==> config.mk <==
export PLATFORM = sky130hd
export DESIGN_NAME = conv_window_gen
export DESIGN_NICKNAME = d
export VERILOG_FILES = /design/src/rtl/conv_window_gen.sv
export SDC_FILE = /design/constraint.sdc
export NUM_CORES = 1
export LEC_CHECK = 0
export ABC_AREA = 1
export BUFFER_PORTS_ARGS = -buffer_cell sky130_fd_sc_hd__buf_2
export CAP_MARGIN = 15
export CORE_MARGIN = 4
export CORE_UTILIZATION = 25
export DETAILED_ROUTE_END_ITERATION = 6
export GPL_ROUTABILITY_DRIVEN = 0
export PLACE_DENSITY_LB_ADDON = 0.05
export RECOVER_POWER = 25
export SYNTH_ARGS = -nofsm -noshare
export SYNTH_HDL_FRONTEND = slang
export SYNTH_SLANG_ARGS = --single-unit
==> constraint.sdc <==
create_clock -name clk -period 3.03 [get_ports clk]
set_input_delay 0.606 -clock clk [delete_from_list [all_inputs] [get_ports clk]]
set_output_delay 0.606 -clock clk [all_outputs]
set_load 0.02 [all_outputs]
==> src/rtl/conv_window_gen.sv <==
// conv_window_gen
// Builds 3x3 pixel windows from a raster-order pixel stream for the
// downstream 3x3 convolution stage. Two line buffers hold the previous two
// image rows. Three 3-pixel shift registers present the window as packed
// row words.
//
// Parameters:
//   DW    - bits per pixel
//   IMG_W - image width in pixels (>=3)
//   IMG_H - image height in rows (>=3)
//
// Ports:
//   clk        - system clock, rising edge
//   reset      - synchronous, active-low reset
//   in_valid   - pixel beat valid (no backpressure)
//   in_sof     - start of frame, qualified by in_valid; pixel is (0,0)
//   in_pixel   - pixel value
//   data_im_a  - window row r-2, {col c-2, col c-1, col c}
//   data_im_b  - window row r-1, same packing
//   data_im_c  - window row r,   same packing
//   win_valid  - data_im_a/b/c hold a complete window this cycle
//   frame_done - pulse coincident with the last window of a frame
//   conv_valid - win_valid delayed by 2 cycles when CONV_VALID_ALIGN_EN is
//                defined, otherwise constant 0
//
// Build option: CONV_VALID_ALIGN_EN enables the 2-cycle conv_valid delay line.
module conv_window_gen #(
   parameter int DW    = 8,
   parameter int IMG_W = 28,
   parameter int IMG_H = 28
) (
   input  logic            clk,
   input  logic            reset,
   input  logic            in_valid,
   input  logic            in_sof,
   input  logic [DW-1:0]   in_pixel,
   output logic [3*DW-1:0] data_im_a,
   output logic [3*DW-1:0] data_im_b,
   output logic [3*DW-1:0] data_im_c,
   output logic            win_valid,
   output logic            frame_done,
   output logic            conv_valid
);

   localparam int CW = (IMG_W > 1) ? $clog2(IMG_W) : 1;
   localparam int RW = (IMG_H > 1) ? $clog2(IMG_H) : 1;

   logic [CW-1:0]   col_q, col_d;
   logic [RW-1:0]   row_q, row_d;
   logic [3*DW-1:0] a_q, a_d;
   logic [3*DW-1:0] b_q, b_d;
   logic [3*DW-1:0] c_q, c_d;
   logic            win_valid_q, win_valid_d;
   logic            frame_done_q, frame_done_d;

   // Line buffers. They are not reset: every entry is rewritten before
   // it can reach a valid window.
   logic [DW-1:0]   lb1_q [IMG_W];
   logic [DW-1:0]   lb2_q [IMG_W];

   logic [CW-1:0]   col_eff_s;
   logic [RW-1:0]   row_eff_s;
   logic [DW-1:0]   t1_s;
   logic [DW-1:0]   t2_s;
   logic            last_col_s;
   logic            last_row_s;

   // Position of the pixel on the input this cycle, plus the line buffer read.
   always_comb begin
      if (in_sof) begin
         col_eff_s = {CW{1'b0}};
         row_eff_s = {RW{1'b0}};
      end else begin
         col_eff_s = col_q;
         row_eff_s = row_q;
      end
      t1_s       = lb1_q[col_eff_s];
      t2_s       = lb2_q[col_eff_s];
      last_col_s = (col_eff_s == CW'(IMG_W - 1));
      last_row_s = (row_eff_s == RW'(IMG_H - 1));
   end

   // Next-state logic for the counters, shift registers and flags.
   always_comb begin
      col_d        = col_q;
      row_d        = row_q;
      a_d          = a_q;
      b_d          = b_q;
      c_d          = c_q;
      win_valid_d  = 1'b0;
      frame_done_d = 1'b0;
      if (in_valid) begin
         // Each row word shifts left so the newest pixel lands in the LSBs.
         c_d = {c_q[2*DW-1:0], in_pixel};
         b_d = {b_q[2*DW-1:0], t1_s};
         a_d = {a_q[2*DW-1:0], t2_s};
         win_valid_d  = (row_eff_s >= RW'(2)) && (col_eff_s >= CW'(2));
         frame_done_d = last_row_s && last_col_s;
         if (last_col_s) begin
            col_d = {CW{1'b0}};
            if (last_row_s) begin
               row_d = {RW{1'b0}};
            end else begin
               row_d = row_eff_s + RW'(1);
            end
         end else begin
            col_d = col_eff_s + CW'(1);
            row_d = row_eff_s;
         end
      end else begin
         win_valid_d  = 1'b0;
         frame_done_d = 1'b0;
      end
   end

   // Line buffer update: row r-1 moves down to r-2 and the new pixel becomes row r-1.
   always_ff @(posedge clk) begin
      if (in_valid) begin
         lb2_q[col_eff_s] <= t1_s;
         lb1_q[col_eff_s] <= in_pixel;
      end
   end

   // Counter, window and flag registers with synchronous active-low reset.
   always_ff @(posedge clk) begin
      if (!reset) begin
         col_q        <= {CW{1'b0}};
         row_q        <= {RW{1'b0}};
         a_q          <= {(3*DW){1'b0}};
         b_q          <= {(3*DW){1'b0}};
         c_q          <= {(3*DW){1'b0}};
         win_valid_q  <= 1'b0;
         frame_done_q <= 1'b0;
      end else begin
         col_q        <= col_d;
         row_q        <= row_d;
         a_q          <= a_d;
         b_q          <= b_d;
         c_q          <= c_d;
         win_valid_q  <= win_valid_d;
         frame_done_q <= frame_done_d;
      end
   end

   assign data_im_a  = a_q;
   assign data_im_b  = b_q;
   assign data_im_c  = c_q;
   assign win_valid  = win_valid_q;
   assign frame_done = frame_done_q;

`ifdef CONV_VALID_ALIGN_EN
   logic [1:0] dly_q;

   // Free-running 2-stage delay of win_valid, aligned with the conv stage output.
   always_ff @(posedge clk) begin
      if (!reset) begin
         dly_q <= 2'b00;
      end else begin
         dly_q <= {dly_q[0], win_valid_q};
      end
   end

   assign conv_valid = dly_q[1];
`else
   assign conv_valid = 1'b0;
`endif

endmodule

# Word-level counts from Yosys, hierarchy flattened

Memories as Yosys holds them, arrays and structs flattened. A register that Yosys moved wholly into a read port is not among the register bits.
Index checks and enable logic that the tools add are counted.

Flip-flop bits (word level): 84
Memory bits (writable): 448
Input bits: 12
Output and inout bits: 75
Memories kept: 2

Add/subtract/negate cells: 2
$lt $le $gt $ge: 2
Eq/ne operators: 2
Mux-type cells: 7
Reductions and logical operators: 4

Memory list:

| name  | words | width | read ports | clocked after memory_dff | write ports | RTL line | RTL |
|---|---|---|---|---|---|---|---|
| lb1_q | 28    | 8     | 1          | 0                        | 1           | 58       | `logic [DW-1:0] lb1_q [IMG_W];` |
| lb2_q | 28    | 8     | 1          | 1                        | 1           | 59       | `logic [DW-1:0] lb2_q [IMG_W];` |

Operators by type and width:

| operator                                                               | number |
|---|---|
| 5-bit 2-to-1 mux                                                       | 5 |
| 5-bit by 1-bit adder with 5-bit output (second input constant)         | 2 |
| 5-bit == test (second input constant)                                  | 2 |
| 5-bit by 2-bit >= comparator with 1-bit output (second input constant) | 2 |
| 1-bit logical AND                                                      | 2 |
| 1-bit 2-to-1 mux                                                       | 2 |
| 2-bit AND reduction                                                    | 1 |
| 1-bit logical NOT                                                      | 1 |

# Logic depth before layout (Yosys ltp)

Depth in word-level cells: 4
Gate-level depth with buffers: 16
Gate-level depth less buffers: 14

# Worst setup path before layout

OpenSTA, ideal clock, no wires.

Kind: input -> register
Start: input port in_sof
End: memory lb1_q[0][0], enable pin
Library setup time: 388 ps
Data arrival time: 2348 ps
Path slack: 293 ps
Cell stages on the path: 9
Buffers on the path: 4
Cells stage by stage: buf_6 -> inv_6 -> nand2_4 -> buf_6 -> buf_6 -> buf_2 -> ha_1 -> nand2_1 -> nor2_1

Word-level cells in the longest chain between the ends: 1

Ends and longest elaborated chain:

| what             | RTL line | RTL |
|---|---|---|
| start, declared  | 35       | `input logic in_sof,` |
| 5-bit 2-to-1 mux | 70       | `if (in_sof) begin` |
| end, declared    | 58       |  |

No other way between the ends.

# Final worst setup path

Start: register col_q[0]
End: register b_q[3] (netlist: data_im_b[3])

Word-level cells in the longest chain between the ends: 2

Ends and longest elaborated chain:

| what                   | RTL line | RTL |
|---|---|---|
| start, declared        | 48       | `logic [CW-1:0] col_q, col_d;` |
| start signal, assigned | 127      | `col_q <= {CW{1'b0}};` |
| start signal, assigned | 135      | `col_q <= col_d;` |
| 5-bit 2-to-1 mux       | 70       |  |
| memory 28 x 8 bit      | -        |  |
| net t1_s[3]            | 63       | `logic [DW-1:0] t1_s;` |
| end signal, assigned   | 130      | `b_q <= {(3*DW){1'b0}};` |
| end, declared          | 51       | `logic [3*DW-1:0] b_q, b_d;` |

The timed path passes the listed nets, and every way through them passes these cells.
A chain may end at the register's enable or synchronous reset.

==> flow_metrics.tcl <==
set metrics [dict create \
    outcome "finished, violations left" \
    failed_checks "capacitance limit, slew limit" \
    floorplan.die_area_um2 91680 \
    number_of_enable_flip_flop_cells_after_synthesis 448 \
    reg_clk_slew_reported_paths_ns 0.06 \
    layout_worst_path_cycle_share_pct 81.17 \
    total_of_hold_buffers_inserted_after_clock_tree_synthesis 0 \
    synth_top_cell_area_share_pct 61.92 \
    final_design_area_no_fill_um2 26420 \
    hold-path-cell-count 3 \
    placed_cell_area_um2 24550 \
    detailroute.via_count 15020 \
    startpoint_type_of_the_worst_setup_path "register" \
    grt_start_max_net_pins 75 \
    placement_rows 107 \
    hpwlAfterDp_um 48460 \
    floorplan.io_pins 87 \
    fraction_of_layout_cells_with_a_size_suffix_above_1_pct 15.25 \
    vias_per_cell 4.382 \
    postSynthCellCount 2053 \
    p_leak_nw 10.42 \
    peakVddDrop_v 0.0004142 \
    cap_violations 8 \
    drc 0 \
    slew-limit-headroom_pct -41.07 \
    syn-cell-area_um2 21730 \
    grt.total_usage_pct 16.62 \
    grt_setup_unrepaired "false" \
    fin_worst_skew_ns 0.02389 \
    ys_dominant_reg_cell "edfxtp_1" \
    fillers 8844 \
    initial_antenna_violation_count 5 \
    fmax_mhz 406.6 \
    endpoint_kind "register" \
    final_antenna_violating_net_count 0 \
    cts_tree "yes" \
    clock_insertion_delay_worst_skew_ns 0.64 \
    layout.nets 2245 \
    cts_repair_resizes 0 \
    post-cts-setup-buffers 0 \
    timing.critical_path.required_ns 3.59 \
    drtIter0Drc 1033 \
    worst-setup-path-type "reg -> reg" \
    ctsRootBufferMaster "clkbuf_16" \
    detail_route.first_pass.iterations 5 \
    cts.htree.levels 2 \
    synthArstFlopShare_pct 0 \
    synth.most_common_cell "nand2_1" \
    timing.final.max_slew_violations 240 \
    r2r_cells 12 \
    synth.top_cells.by_count "nand2_1, edfxtp_1, inv_1" \
    synthDistinctLibCells 35 \
    design.core.area_um2 85680 \
    post_synth_main_area_contributors "edfxtp_1, nand2_1, dfxtp_1" \
    portbufs 85 \
    finalHoldViolCount 0 \
    post-route-min-period_ns 2.460 \
    cts_sinks 532 \
    postLayoutCoreUtil_pct 30.84 \
    first_global_vias 14940 \
    cp_max_fo 24 \
    floorplan.initialDensity_pct 25.36 \
    cts_buffers 61 \
    area_growth_pct 21.61 \
    worst_hold_path_type "in -> reg" \
    cts_buffer_depth 3 \
    power.density_nw_per_um2 623.3 \
    dieHeight_um 302.8 \
    routed_wl_um 76440 \
    synth_fp_nets 2066 \
    grt_first_pass_wirelength_um 110000 \
    synth_top_area_cell "edfxtp_1" \
    ys_seq_area_share_pct 69.66 \
    postSynthAreaPerCell_um2 10.58 \
    grt_overflow_total 0 \
    worst-endpoint-arrival_ns 3.02 \
    report.final.setup_viol 0 \
    tns_ns 0 \
    worst_slew_pin_tran_ns 2.116 \
    synth.yosys.warnings 0 \
    floorplan.die.width_um 302.8 \
    power_w 0.01647 \
    post_drt_wl_per_cell_um 22.31 \
    count_of_state_elements_after_synthesis 532 \
]
[cells in the final DEF, fill, tap and decap left out, drive strengths merged]
master,instances
conb,1
edfxtp,448
buf,209
nand2,614
a211oi,1
xor2,1
diode,1
a32oi,1
bufinv,4
o211ai,19
nor2,204
o22ai,1
a311oi,1
nor3,1
nand3,169
clkbuf,82
nand3b,2
ha,1
nor4,1
clkinvlp,1
a21oi,68
clkinv,36
dfxtp,84
inv,214
o21ai,100
nand4,19
[sequential cells by signal, indices dropped and copies added (netlist names)]
register / count
lb1_q: 224
lb2_q: 224
data_im_a: 24
data_im_b: 24
data_im_c: 24
col_q: 5
row_q: 5
frame_done: 1
win_valid: 1
[power by group]
group          switching, W  internal, W  leakage [nW]  total (W)
Combinational      0.000871     0.000348          4.76    0.00122
Clock               0.00307      0.00401         0.929    0.00708
Sequential        0.0000624      0.00811          4.73    0.00817
Total               0.00400       0.0125          10.4     0.0165
[per-stage QoR]
step / hold slack, ns / std cells / setup slack, ns
floorplan: 0.4584 / 2053 / 0.2931
global placement: 0.4743 / 3313 / 0.1301
detailed placement: 0.4822 / 3313 / 0.1063
CTS: 0.3379 / 3426 / 0.5402
global route: 0.3737 / 3427 / 0.3660
finish: 0.3705 / 3427 / 0.5705
[metal layers]
layer | track usage, % | wire [um] | vias up
li1 | - | - | 7191
met1 | 23.41 | 36260 | 7453
met2 | 27.18 | 35650 | 275
met3 | 2.111 | 2718 | 97
met4 | 4.304 | 1820 | 0
met5 | 0 | 0 | -
[worst max-delay path, stage by stage, from the launching register on]
cell and delay [ns]:
dfxtp_1 0.32, buf_4 0.25, nand2_8 0.15, buf_12 0.19, nor2_4 0.11, buf_4 0.33
nand2_1 0.09, nand3_1 0.12, nand3_1 0.15, nand3_2 0.13, buf_4 0.31, nor2_1 0.07
nor2_1 0.12
[logic make-up (layout without fill, tap and decap cells)]
group	after synthesis	count (layout)	share of synthesized area [%]
AND/OR/NAND/NOR	1010	1010	19.30
flip-flops	532	532	69.66
buffers and inverters	317	546	6.249
AO/OA/AOI/OAI	191	191	4.671
adder cells (fa/ha/maj)	1	1	0.05758
other	1	2	0.01726
XOR/XNOR	1	1	0.04032
[path summary, 6_finish.rpt]
path                               start       endpoint  slack, ns
worst max-delay path            col_q[0]   data_im_b[3]       0.57
worst min-delay path               reset  data_im_b[15]       0.37
worst max register to register  col_q[0]   data_im_b[3]       0.57
worst min register to register  row_q[4]       row_q[4]       0.49
[area by class of cell]
class / instances / area [um^2] / share of cell area, %
flip-flops and latches: 532 / 15130 / 57.28
multi-input cells: 1204 / 5308 / 20.09
repair buffers: 219 / 1856 / 7.023
clock buffers: 72 / 1568 / 5.934
well taps: 1144 / 1431 / 5.418
inverters: 214 / 808.3 / 3.059
clock inverters: 41 / 312.8 / 1.184
diodes: 1 / 2.502 / 0.009472
Power figures use the tool's default switching activity.
